File: src/rtl/rom_download_ctrl.sv
// rom_download_ctrl: queues ioctl download bytes and replays them to NPORTS toggle-handshake
// sdram write ports, tracks load completion and stretches the core reset. Option: ROM_CHECKSUM_EN.
module rom_download_ctrl #(
  parameter int         NPORTS     = 2,
  parameter int         ADDR_W     = 23,
  parameter int         FIFO_DEPTH = 4,
  parameter logic [7:0] ROM_INDEX  = 8'd0,
  parameter int         RST_CNT_W  = 16
) (
  input  logic              clk_sys,
  input  logic              reset_n,
  input  logic              ioctl_downl,
  input  logic [7:0]        ioctl_index,
  input  logic              ioctl_wr,
  input  logic [24:0]       ioctl_addr,
  input  logic [7:0]        ioctl_dout,
  input  logic [NPORTS-1:0] port_en,
  output logic [NPORTS-1:0] port_req,
  input  logic [NPORTS-1:0] port_ack,
  output logic [ADDR_W-1:0] port_a,
  output logic [1:0]        port_ds,
  output logic [15:0]       port_d,
  output logic              port_we,
  input  logic              reset_req,
  output logic              rom_loaded,
  output logic              busy,
  output logic              overflow,
  output logic              game_reset
`ifdef ROM_CHECKSUM_EN
  ,
  output logic [15:0]       checksum
`endif
);

  localparam int PTR_W = $clog2(FIFO_DEPTH);
  localparam int CNT_W = PTR_W + 1;
  localparam int ENT_W = ADDR_W + 1 + 8;

  typedef enum logic [1:0] {ST_IDLE, ST_REQ, ST_WAIT} state_t;

  state_t               state_q, state_d;
  logic                 wr_prev_q, wr_prev_d;
  logic                 downl_prev_q, downl_prev_d;
  logic [PTR_W-1:0]     wr_ptr_q, wr_ptr_d;
  logic [PTR_W-1:0]     rd_ptr_q, rd_ptr_d;
  logic [CNT_W-1:0]     count_q, count_d;
  logic [NPORTS-1:0]    port_req_q, port_req_d;
  logic [NPORTS-1:0]    pend_q, pend_d;
  logic [ADDR_W-1:0]    port_a_q, port_a_d;
  logic [1:0]           port_ds_q, port_ds_d;
  logic [15:0]          port_d_q, port_d_d;
  logic                 port_we_q, port_we_d;
  logic                 rom_loaded_q, rom_loaded_d;
  logic                 busy_q, busy_d;
  logic                 overflow_q, overflow_d;
  logic                 seen_dl_q, seen_dl_d;
  logic                 game_reset_q, game_reset_d;
  logic [RST_CNT_W-1:0] rst_cnt_q, rst_cnt_d;

  logic [ENT_W-1:0]     fifo_mem [FIFO_DEPTH];
  logic [ENT_W-1:0]     wr_entry;
  logic [ENT_W-1:0]     rd_entry;
  logic [ADDR_W:0]      rd_addr;
  logic [7:0]           rd_byte;
  logic                 wr_edge, accept, full, push, pop, drop, dl_start;

  // Only ioctl_addr[ADDR_W:0] is stored; any upper bits are beyond the sdram word space.
  if (ADDR_W < 24) begin : g_unused_addr
    logic unused_addr_bits;
    assign unused_addr_bits = ^ioctl_addr[24:ADDR_W+1];
  end

  always_comb begin
    wr_edge  = ioctl_wr & ~wr_prev_q;
    dl_start = ioctl_downl & ~downl_prev_q;
    accept   = wr_edge & ioctl_downl & (ioctl_index == ROM_INDEX);
    full     = (count_q == CNT_W'(FIFO_DEPTH));
    pop      = (state_q == ST_IDLE) && (count_q != '0);
    // A pop in the same cycle frees the slot, so a full FIFO can still accept.
    push     = accept & (~full | pop);
    drop     = accept & full & ~pop;
    wr_entry = {ioctl_addr[ADDR_W:0], ioctl_dout};
    rd_entry = fifo_mem[rd_ptr_q];
    rd_addr  = rd_entry[ENT_W-1:8];
    rd_byte  = rd_entry[7:0];
  end

  always_comb begin
    wr_prev_d    = ioctl_wr;
    downl_prev_d = ioctl_downl;
    wr_ptr_d     = push ? wr_ptr_q + PTR_W'(1) : wr_ptr_q;
    rd_ptr_d     = pop ? rd_ptr_q + PTR_W'(1) : rd_ptr_q;
    case ({push, pop})
      2'b10:   count_d = count_q + CNT_W'(1);
      2'b01:   count_d = count_q - CNT_W'(1);
      default: count_d = count_q;
    endcase

    state_d    = state_q;
    port_req_d = port_req_q;
    pend_d     = pend_q;
    port_a_d   = port_a_q;
    port_ds_d  = port_ds_q;
    port_d_d   = port_d_q;
    case (state_q)
      ST_IDLE: begin
        if (pop) begin
          port_a_d  = rd_addr[ADDR_W:1];
          port_ds_d = {rd_addr[0], ~rd_addr[0]};
          port_d_d  = {rd_byte, rd_byte};
          state_d   = ST_REQ;
        end
      end
      ST_REQ: begin
        port_req_d = port_req_q ^ port_en;
        pend_d     = port_en;
        state_d    = (port_en == '0) ? ST_IDLE : ST_WAIT;
      end
      ST_WAIT: begin
        // A port is done once its ack has caught up with its request toggle.
        pend_d = pend_q & (port_ack ^ port_req_q);
        if (pend_d == '0) state_d = ST_IDLE;
      end
      default: state_d = ST_IDLE;
    endcase

    overflow_d = dl_start ? 1'b0 : overflow_q;
    if (drop) overflow_d = 1'b1;
    seen_dl_d    = seen_dl_q | ioctl_downl;
    rom_loaded_d = rom_loaded_q |
                   (~ioctl_downl & seen_dl_q & (state_q == ST_IDLE) & (count_q == '0));
    busy_d       = (count_d != '0) | (state_d != ST_IDLE);
    port_we_d    = ioctl_downl | busy_d;

    if (reset_req | ~rom_loaded_q | ioctl_downl) rst_cnt_d = '1;
    else if (rst_cnt_q != '0)                    rst_cnt_d = rst_cnt_q - RST_CNT_W'(1);
    else                                         rst_cnt_d = rst_cnt_q;
    game_reset_d = (rst_cnt_q != '0);
  end

  always_ff @(posedge clk_sys) begin
    if (push) fifo_mem[wr_ptr_q] <= wr_entry;
  end

  always_ff @(posedge clk_sys or negedge reset_n) begin
    if (!reset_n) begin
      state_q      <= ST_IDLE;
      wr_prev_q    <= 1'b0;
      downl_prev_q <= 1'b0;
      wr_ptr_q     <= '0;
      rd_ptr_q     <= '0;
      count_q      <= '0;
      port_req_q   <= '0;
      pend_q       <= '0;
      port_a_q     <= '0;
      port_ds_q    <= '0;
      port_d_q     <= '0;
      port_we_q    <= 1'b0;
      rom_loaded_q <= 1'b0;
      busy_q       <= 1'b0;
      overflow_q   <= 1'b0;
      seen_dl_q    <= 1'b0;
      game_reset_q <= 1'b1;
      rst_cnt_q    <= '1;
    end else begin
      state_q      <= state_d;
      wr_prev_q    <= wr_prev_d;
      downl_prev_q <= downl_prev_d;
      wr_ptr_q     <= wr_ptr_d;
      rd_ptr_q     <= rd_ptr_d;
      count_q      <= count_d;
      port_req_q   <= port_req_d;
      pend_q       <= pend_d;
      port_a_q     <= port_a_d;
      port_ds_q    <= port_ds_d;
      port_d_q     <= port_d_d;
      port_we_q    <= port_we_d;
      rom_loaded_q <= rom_loaded_d;
      busy_q       <= busy_d;
      overflow_q   <= overflow_d;
      seen_dl_q    <= seen_dl_d;
      game_reset_q <= game_reset_d;
      rst_cnt_q    <= rst_cnt_d;
    end
  end

  assign port_req   = port_req_q;
  assign port_a     = port_a_q;
  assign port_ds    = port_ds_q;
  assign port_d     = port_d_q;
  assign port_we    = port_we_q;
  assign rom_loaded = rom_loaded_q;
  assign busy       = busy_q;
  assign overflow   = overflow_q;
  assign game_reset = game_reset_q;

`ifdef ROM_CHECKSUM_EN
  logic [15:0] checksum_q, checksum_d;

  always_comb begin
    checksum_d = dl_start ? 16'h0000 : checksum_q;
    if (push) checksum_d = checksum_d + {8'h00, ioctl_dout};
  end

  always_ff @(posedge clk_sys or negedge reset_n) begin
    if (!reset_n) checksum_q <= 16'h0000;
    else          checksum_q <= checksum_d;
  end

  assign checksum = checksum_q;
`endif

endmodule

File: config.mk
export PLATFORM = sky130hd
export DESIGN_NAME = rom_download_ctrl
export DESIGN_NICKNAME = d
export VERILOG_FILES = /design/src/rtl/rom_download_ctrl.sv
export SDC_FILE = /design/constraint.sdc
export NUM_CORES = 1
export LEC_CHECK = 0
export ABC_AREA = 1
export CAP_MARGIN = 20
export CORE_AREA = 2 2 137 139
export DETAILED_ROUTE_END_ITERATION = 6
export DIE_AREA = 0 0 139 141
export PLACE_DENSITY = 0.71
export SLEW_MARGIN = 25
export SYNTH_ARGS = -nofsm -noshare
export SYNTH_HDL_FRONTEND = slang
export SYNTH_SLANG_ARGS = --single-unit
File: constraint.sdc
create_clock -name clk_sys -period 3.2 [get_ports clk_sys]
set_input_delay 0.64 -clock clk_sys [delete_from_list [all_inputs] [get_ports clk_sys]]
set_output_delay 0.64 -clock clk_sys [all_outputs]
set_load 0.01 [all_outputs]
# [Word-level counts from Yosys, hierarchy flattened]
# Memory sizes are Yosys's and may differ from the RTL's.
# Index checks and enable logic that the tools add are counted.
[word_totals] mem_count=1 inputBits=50 word_cells=82 ff_bits=78 output_inout_bits=48 ramBits=128
[classes] add_sub_neg=5 reduce_logical=14 muxes=12 n_eq_ne=5 n_bitwise=27
[mem_list] name="fifo_mem" depth=4 width=32 read_ports=1 rd_ports_with_merged_regs=0 wr=1 line_no="60" source="logic [ENT_W-1:0] fifo_mem [FIFO_DEPTH];"
[op_table] op="two-way mux 16 bit" n=2
[op_table] op="nonzero test 16 bit" n=1
[op_table] op="subtractor 16 x 1 -> 16 bit, second input constant" n=1
[op_table] op="AND 1 bit" n=10
[op_table] op="logical NOT 8 bit" n=1
[op_table] op="nonzero test 2 bit" n=4
[op_table] op="inverter 1 bit" n=7
[op_table] op="OR 1 bit" n=7
[op_table] op="logical NOT 2 bit" n=3
[op_table] op="two-way mux 2 bit" n=3
[op_table] op="case mux 2 bit (3 select lines)" n=1
[op_table] op="case mux 3 bit (2 select lines)" n=1
[op_table] op="nonzero test 3 bit" n=2
[op_table] op="adder 2 x 1 -> 2 bit, second input constant" n=2
[op_table] op="== test 2 x 1 -> 1 bit, second input constant" n=2
[op_table] op="== test 2 bit, second input constant" n=2
[op_table] op="two-way mux 1 bit" n=4
[op_table] op="case mux 2 bit (2 select lines)" n=1
[op_table] op="bitwise XOR 2 bit" n=2
[op_table] op="adder 3 x 1 -> 3 bit, second input constant" n=1
[op_table] op="== test 3 bit, second input constant" n=1
[op_table] op="logical NOT 3 bit" n=1
[op_table] op="subtractor 3 x 1 -> 3 bit, second input constant" n=1
[op_table] op="AND 2 bit" n=1
[op_table] op="other kinds (2)" n=2

# [Longest topological paths before layout]
# Gate-level depths: netlist of run 1.
[depth] depth_word=10 mapped_depth=13 depth_no_buf=13

# [Worst setup path before layout of run 1]
# Ideal clock, no wire load.
[synth_path] path_type="input -> register" startpoint="input port ioctl_downl" endpoint="memory fifo_mem[0][0] (netlist name) (enable)" arrival_ns=2.446 setup_time_ns=0.421 path_stages=6 required_ns=2.779 path_buffers=0 path_slack_ns=0.333 path_cell_list="inv_1 nor2_1 nand2_1 nor2_1 nand3_1 nor2_1"
[synth_between] elab_chain_cells=5
[synth_lines] element="from (decl)" line_no="12" source="input logic ioctl_downl,"
[synth_lines] element="AND 1 bit (2 in a row)" line_no="76" source="accept = wr_edge & ioctl_downl & (ioctl_index == ROM_INDEX);"
[synth_lines] element="AND 1 bit" line_no="80" source="push = accept & (~full | pop);"
[synth_lines] element="two-way mux 1 bit" line_no="142" source="if (push) fifo_mem[wr_ptr_q] <= wr_entry;"
[synth_lines] element="two-way mux 1 bit (implied by the code)" line_no="142"
[synth_lines] element="to (decl)" line_no="60"
# Every way passes these cells.

# [Final worst setup path of run 1]
[layout_path] startpoint="input port ioctl_downl" endpoint="register port_we_q (netlist: port_we)"
[layout_between] elab_chain_cells=8 word_cells_on_any_way=9 cone_classes="2 x eq/ne; 1 x mux; 5 x bitwise; 1 x reduce/logical"
[layout_lines] element="AND 1 bit * (2 in a row)" line_no="76"
[layout_lines] element="AND 1 bit *" line_no="80"
[layout_lines] element="== test 2 x 1 -> 1 bit / == test 2 bit (equally long branches)" line_no="93" source="case ({push, pop})"
[layout_lines] element="case mux 3 bit (2 select lines) *" line_no="93"
[layout_lines] element="via count_d[1]" line_no="46" source="logic [CNT_W-1:0] count_q, count_d;"
[layout_lines] element="nonzero test 3 bit *" line_no="132" source="busy_d = (count_d != '0) | (state_d != ST_IDLE);"
[layout_lines] element="OR 1 bit *" line_no="132"
[layout_lines] element="OR 1 bit *" line_no="133" source="port_we_d = ioctl_downl | busy_d;"
[layout_lines] element="via port_we_d" line_no="52" source="logic port_we_q, port_we_d;"
[layout_lines] element="to (signal assigned)" line_no="177" source="port_we_q <= port_we_d;"
[layout_lines] element="to (decl)" line_no="52"
# Mark *: on every way through the listed nets, which the timed path passes. The rest lies on a longest branch.
# A chain may end at the register's enable or synchronous reset.

==> results of run 1 <==
layout make-up:
class,count,area (sq um),area share [%]
sequential,198,5618,56.02
multi-input combinational,444,2183,21.77
timing repair buffer,112,1120,11.17
clock buffer,17,425.4,4.242
tap,234,292.8,2.920
inverter,63,236.5,2.358
clock inverter,15,152.6,1.522
power by group:
part	leakage (uW)	internal, uW	switching, uW
logic	0.00159	1160	1560
registers	0.00192	3040	217
clock network	0.000282	1040	1020
per-layer routing:
layer	part of all wire, %	routed length, um	track usage, %
met5	0	0	0
met4	0.87	141	4.572
met3	4.5	735	4.110
met2	48	7823	28.21
met1	46	7522	22.77
sequential cells by signal (all words and copies together) (netlist names):
register and count:
port_req 2, game_reset 1, downl_prev_q 1, rst_cnt_q 16
rd_ptr_q 2, state_q 2, port_ds 2, rom_loaded 1
port_we 1, port_a 23, port_d 8, overflow 1
seen_dl_q 1, wr_prev_q 1, busy 1, wr_ptr_q 2
pend_q 2, count_q 3, fifo_mem 128
cells in the mapped netlist, drive strengths merged:
cell type,number,area [sq um]
fa,1,20.02
nor2,200,758.2
clkbuf,13,48.80
mux2,1,11.26
a31oi,34,212.7
o21a,1,7.510
ha,9,112.6
nand2,57,226.5
nand3,26,150.2
edfxtp,128,3844
a22oi,1,7.510
a21oi,7,35.03
buf,24,146.4
dfrtp,53,1326
xor2,4,35.03
o21ai,80,400.4
dfstp,17,446.7
nand4,7,43.79
nand3b,2,15.01
or2,3,18.77
o22ai,1,6.260
inv,63,236.5
xnor2,4,35.03
nor3,6,57.55
placed cells by master, fill, tap and decap left out, types with 4 or more instances in the layout:
cell / netlist / routed
sky130_fd_sc_hd__nand4_1: 7 / 7
sky130_fd_sc_hd__dfrtp_1: 53 / 52
sky130_fd_sc_hd__dfstp_2: 17 / 17
sky130_fd_sc_hd__xor2_1: 4 / 4
sky130_fd_sc_hd__a21oi_1: 7 / 7
sky130_fd_sc_hd__o21ai_0: 79 / 79
sky130_fd_sc_hd__nor2_1: 197 / 193
sky130_fd_sc_hd__nand3_1: 22 / 22
sky130_fd_sc_hd__inv_1: 58 / 58
sky130_fd_sc_hd__nor2_4: 0 / 4
sky130_fd_sc_hd__ha_1: 9 / 9
sky130_fd_sc_hd__a31oi_1: 34 / 34
sky130_fd_sc_hd__nand3_2: 4 / 4
sky130_fd_sc_hd__inv_2: 5 / 5
sky130_fd_sc_hd__inv_8: 0 / 5
sky130_fd_sc_hd__edfxtp_1: 128 / 128
sky130_fd_sc_hd__xnor2_1: 4 / 4
sky130_fd_sc_hd__clkbuf_16: 0 / 17
sky130_fd_sc_hd__nand2_1: 54 / 54
sky130_fd_sc_hd__buf_4: 8 / 13
sky130_fd_sc_hd__clkdlybuf4s50_1: 0 / 95
cell families after synthesis:
group,count (synthesis)
buffers and inverters,100
XOR/XNOR,8
flip-flops,198
multiplexers,1
AND/OR/NAND/NOR,301
adder cells (fa/ha/maj),10
AO/OA/AOI/OAI,124
through the flow:
| stage | cell area [sq um] | cells | utilization (%) | power, uW |
|---|---|---|---|---|
| final | 10030 | 1083 | 54.90 | 8029 |
| after global routing | 10030 | 1083 | 54.90 | 8557 |
| after CTS | 10020 | 1083 | 54.88 | 8112 |
| after detailed placement | 9447 | 1051 | 51.71 | 6060 |
| after global placement | 9447 | 1051 | 51.71 | 5989 |
| after floorplan | 8202 | 742 | - | 5032 |
path summary, 6_finish.rpt:
| path | from | endpoint | slack [ns] | cells past startpoint |
|---|---|---|---|---|
| worst max-delay path | ioctl_downl | port_we | 0.81 | 13 |
| worst min-delay path | reset_n | pend_q[1] | 0.23 | 1 |
| worst max register to register | state_q[0] | port_a[10] | 1.12 | 8 |
| worst min register to register | port_ds[1] | port_ds[1] | 0.48 | 2 |
| max in group asynchronous | reset_n | rd_ptr_q[0] | 2.46 | 1 |
| min in group clk_sys | port_ds[1] | port_ds[1] | 0.48 | 2 |
==> results.cfg, run 1 <==
[yosys]
synth_cell_type_count = 35
netlist_instances = 742
synthMuxAreaShare_pct = 0.1373
ys_seq_area_share_pct = 68.48
postSynthRegisterBits = 198
synth-adder-area-share_pct = 1.617
synth_simple_gate_area_share_pct = 15.48
synth_top_family_by_area = simple AND/OR/NAND/NOR gates
synth_area_per_cell_sq_um = 11.05
netlist_area_sq_um = 8202
synth_compound_area_share_pct = 8.162
ys_warn_count = 0
mappedNetlistNets = 802
yosys.area_share.xor_xnor_pct = 0.8543

[clock_tree]
post-cts-setup-buffers = 0
ctsHtreeMaxLevel = 4
post_cts.resized_instances = 0
numCtsBuffers = 17
cts_num_sinks = 198
cts_buffer_depth = 2
clkLatencyLatePin_ns = 0.43
clockRootBuffer = sky130_fd_sc_hd__clkbuf_16
clock_input_transition_at_the_sequential_cells_of_the_worst_setup_and_hold_paths_ns = 0.07
tritoncts_clock_tree = done
cts-hold-fix-buffers = 0

[cells_and_area]
total_of_fill_cells_in_the_finished_design = 1536
antenna-diode-count = 0
post_route_cells_drive_above_1_share_pct = 10.84
final_nets = 896
synthToLayoutAreaGrowth_pct = 22.27

[setup_path]
timing_worst_setup_path_type = input pin to register
worst_ep_arrival_time_ns = 2.69
cp-start-kind = input pin
crit_path_max_fanout = 5
worst-endpoint-required_ns = 3.50
slowest_delay_ns = 0.56
timing.critical_path.max_delay_family = simple AND/OR/NAND/NOR gates
path_cells = clkdlybuf4s50_1 -> nand2_1 -> inv_1 -> nand2_1 -> nor2_1 -> nand2_1 -> nand2_1 -> inv_1 -> fa_1 -> nand3_1 -> nand2_1 -> nor2_1 -> nand4_1
path_buf_inv = 3
crit_path_end_kind = register
critPathSlowestCell = sky130_fd_sc_hd__clkdlybuf4s50_1
critPathMostFrequentCell = sky130_fd_sc_hd__nand2_1

[global_route]
grt_start_max_net_pins = 71
first_global_vias = 5205
globalRouteOverflowTotal = 0
grt_first_pass_wirelength_um = 26200
grt_use_total_pct = 17.04
grt_antenna_before_repair = 0

[route]
vias = 5450
drt_iter0_markers = 413
count_of_tritonroute_iterations_in_the_first_routing_pass = 5
drt_drc_violations_left = 0
ant_nets = 0
viasPerCell = 5.032
route.detailed.wl_per_inst_um = 14.98
postRouteWirelength_um = 16220

[timing]
final_worst_path_period_need_ns = 2.392
drv_slew = 0
final_min_period_over_clock_period_pct = 74.76
final.setup_skew_ns = 0.01211
rsz0062_at_grt = no
fin_hold_ws_ns = 0.2296
fmax_ghz = 0.4180
fin_setup_tns_ns = 0
final_critical_path_setup_slack_ns = 0.8078
count_of_endpoints_failing_hold_in_the_final_timing_report = 0
timing_worst_slew_pin_value_ns = 0.7218
setup_viol = 0
timing.max_slew.rel_slack_pct = 51.81

[floorplanning]
core_footprint_sq_um = 18270
height_of_the_die_um = 141
placement_rows = 50
start_util_pct = 44.90
design.portCount = 98
die_w_um = 139
dieArea_sq_um = 19600

[placed_design]
place_ws_ns = 0.3609
place.gp.congestion = 0.7993
port_buffers = 96
hpwl_um = 10130

[job]
drv_cap = 0

[status]
outcome = complete, no violations

[power_and_ir_drop]
vdd_ir_drop_max_mv = 0.3967
leakagePower_uw = 0.003796
power.density_cell_area_nw_per_um2 = 800.7

[hold_path]
timing.hold.worst.class = input pin to asynchronous set/reset pin
Note: power is estimated with default switching activity, not from simulation.
==> run 2: changes to the inputs <==
clock period = 2.5 ns   (was 3.2 ns; I/O delays follow)
==> run 2 against run 1 <==
Sequential power grew 29%. Worst hold slack got worse by 0.18 ns. Setup slack lost 0.47 ns. Via count grew 0.95%. Wire length up 4.4%. Utilization grew 0.82 points. Global-route usage rose by 0.99 points. Clock skew fell by 0.0021 ns. Final cell count up 0.65%. Register-to-register slack got worse by 0.77 ns. Final area up 1.5%. Die area is the same. Critical endpoint unchanged. Highest routed layer unchanged.
==> results.cfg, run 2 (synthesis gave the netlist of run 1 again) <==
[status]
outcome = complete, no violations

[clock_tree]
tritoncts_clock_tree = done
post_cts.resized_instances = 0
cts-hold-fix-buffers = 0
cts_num_sinks = 198
cts_buffer_depth = 2
post-cts-setup-buffers = 0
numCtsBuffers = 17
clock_input_transition_at_the_sequential_cells_of_the_worst_setup_and_hold_paths_ns = 0.07
clkLatencyLatePin_ns = 0.43
ctsHtreeMaxLevel = 4
clockRootBuffer = sky130_fd_sc_hd__clkbuf_16

[floorplanning]
dieArea_sq_um = 19600
start_util_pct = 44.90
placement_rows = 50
core_footprint_sq_um = 18270
die_w_um = 139
height_of_the_die_um = 141
design.portCount = 98

[timing]
timing_worst_slew_pin_value_ns = 0.6989
setup_viol = 0
drv_slew = 0
fmax_ghz = 0.4619
fin_hold_ws_ns = 0.05210
timing.max_slew.rel_slack_pct = 53.41
count_of_endpoints_failing_hold_in_the_final_timing_report = 0
final_critical_path_setup_slack_ns = 0.3349
final_min_period_over_clock_period_pct = 86.60
final_worst_path_period_need_ns = 2.165
rsz0062_at_grt = no
final.setup_skew_ns = 0.01003

[power_and_ir_drop]
netSwitchingFraction_pct = 34.10
clock_network_fraction_of_design_power_pct = 26.6
leakagePower_uw = 0.003867
sequential_group_share_of_total_power_pct = 39.7
internal_power_uw = 6956
vdd_ir_drop_max_mv = 0.5794
power.density_cell_area_nw_per_um2 = 1037
total_power_uw = 10560
p_switching_uw = 3599
comb_power_share_pct = 33.7

[global_route]
grt_first_pass_wirelength_um = 27760
grt_antenna_before_repair = 0
grt_start_max_net_pins = 66
globalRouteOverflowTotal = 0
grt_use_total_pct = 18.03
first_global_vias = 5405

[placed_design]
port_buffers = 96
place_ws_ns = -0.08448
place.gp.congestion = 0.8358
hpwl_um = 10530
dpl.cell_count = 1058

[route]
route.detailed.wl_per_inst_um = 15.54
viasPerCell = 5.048
ant_nets = 0
drt_drc_violations_left = 0
vias = 5502
count_of_tritonroute_iterations_in_the_first_routing_pass = 5
drt_iter0_markers = 368
postRouteWirelength_um = 16940

[setup_path]
path_cells = clkdlybuf4s50_1 -> nand2_1 -> inv_1 -> nand2_1 -> nor2_1 -> nand2_1 -> nand2_1 -> inv_1 -> fa_1 -> nand3_1 -> nand2_1 -> nor2_1 -> nand4_1
worst-endpoint-required_ns = 2.80
worstSetupStartpoint = ioctl_downl
cp-start-kind = input pin
launch_instance_of_the_worst_register_to_register_path = state_q[0]
timing_worst_setup_path_type = input pin to register
critPathSlowestCell = sky130_fd_sc_hd__clkdlybuf4s50_1
critPathMostFrequentCell = sky130_fd_sc_hd__nand2_1
worst_ep_arrival_time_ns = 2.47
crit_path_end_kind = register
slowest_delay_ns = 0.58
crit_path_max_fanout = 5

[job]
drv_cap = 0

[cells_and_area]
top_register = fifo_mem
antenna-diode-count = 0
layout_commonest_cell = sky130_fd_sc_hd__nor2_1
synthToLayoutAreaGrowth_pct = 24.10
final_nets = 903
final_cells = 1090
final_util_pct = 55.72
max_reg_flops = 128
most-common-layout-cells = sky130_fd_sc_hd__nor2_1 (193), sky130_fd_sc_hd__edfxtp_1 (128), sky130_fd_sc_hd__clkdlybuf4s50_1 (95)
post_route_cells_drive_above_1_share_pct = 11.45

[hold_path]
timing.hold.worst.class = input pin to asynchronous set/reset pin
[run 2: worst max-delay path, delay by kind of cell]
| family | cells | cell delay, ns |
|---|---|---|
| adder cells (fa/ha/maj) | 1 | 0.42 |
| buffers and inverters | 3 | 0.70 |
| AND/OR/NAND/NOR | 9 | 0.86 |
[run 2: power by group through the flow]
| stage | Sequential, uW | Combinational, uW | Clock [uW] |
|---|---|---|---|
| 3_3_place_gp | 4250 | 3500 | 0 |
| 2_1_floorplan | 4310 | 2130 | 0 |
| 5_1_grt | 4240 | 3980 | 2990 |
| 4_1_cts | 4200 | 3590 | 2860 |
| 3_5_place_dp | 4250 | 3580 | 0 |
| 6_report | 4190 | 3560 | 2810 |
[run 2: through the flow]
stage                     setup TNS (ns)  cell area (sq um)
after floorplan                   -44.12               8202
after detailed placement         -0.1679               9562
after CTS                              0              10180
final                                  0              10180
after global placement           -0.1151               9562
after global routing                   0              10180
[run 2: layout make-up]
cell class	count	area, sq um
clock buffer	18	429.2
clock inverter	14	187.7
fill	1547	8089
inverter	63	236.5
multi-input combinational	444	2183
sequential	198	5618
tap	234	292.8
timing repair buffer	119	1231
[run 2: worst paths after layout]
| path | to | slack (ns) | cells past startpoint |
|---|---|---|---|
| hold / removal | pend_q[1] | 0.05 | 1 |
| min in group clk_sys | seen_dl_q | 0.47 | 1 |
| setup / recovery | port_we | 0.33 | 13 |
| hold reg to reg | seen_dl_q | 0.47 | 1 |
| setup reg to reg | port_a[2] | 0.35 | 8 |
| max in group asynchronous | rd_ptr_q[0] | 1.84 | 2 |
[run 2: per-layer routing]
metal	routed length, um	global-route usage [%]
met3	842	4.178
met5	0	0
met2	8319	31.09
met1	7611	23.29
met4	163	4.413
==> run 3: changes to the inputs <==
SLEW_MARGIN = 20   (was 25)
==> results of run 3 <==
The final DEF is identical to that of run 2; final timing and power are the same.
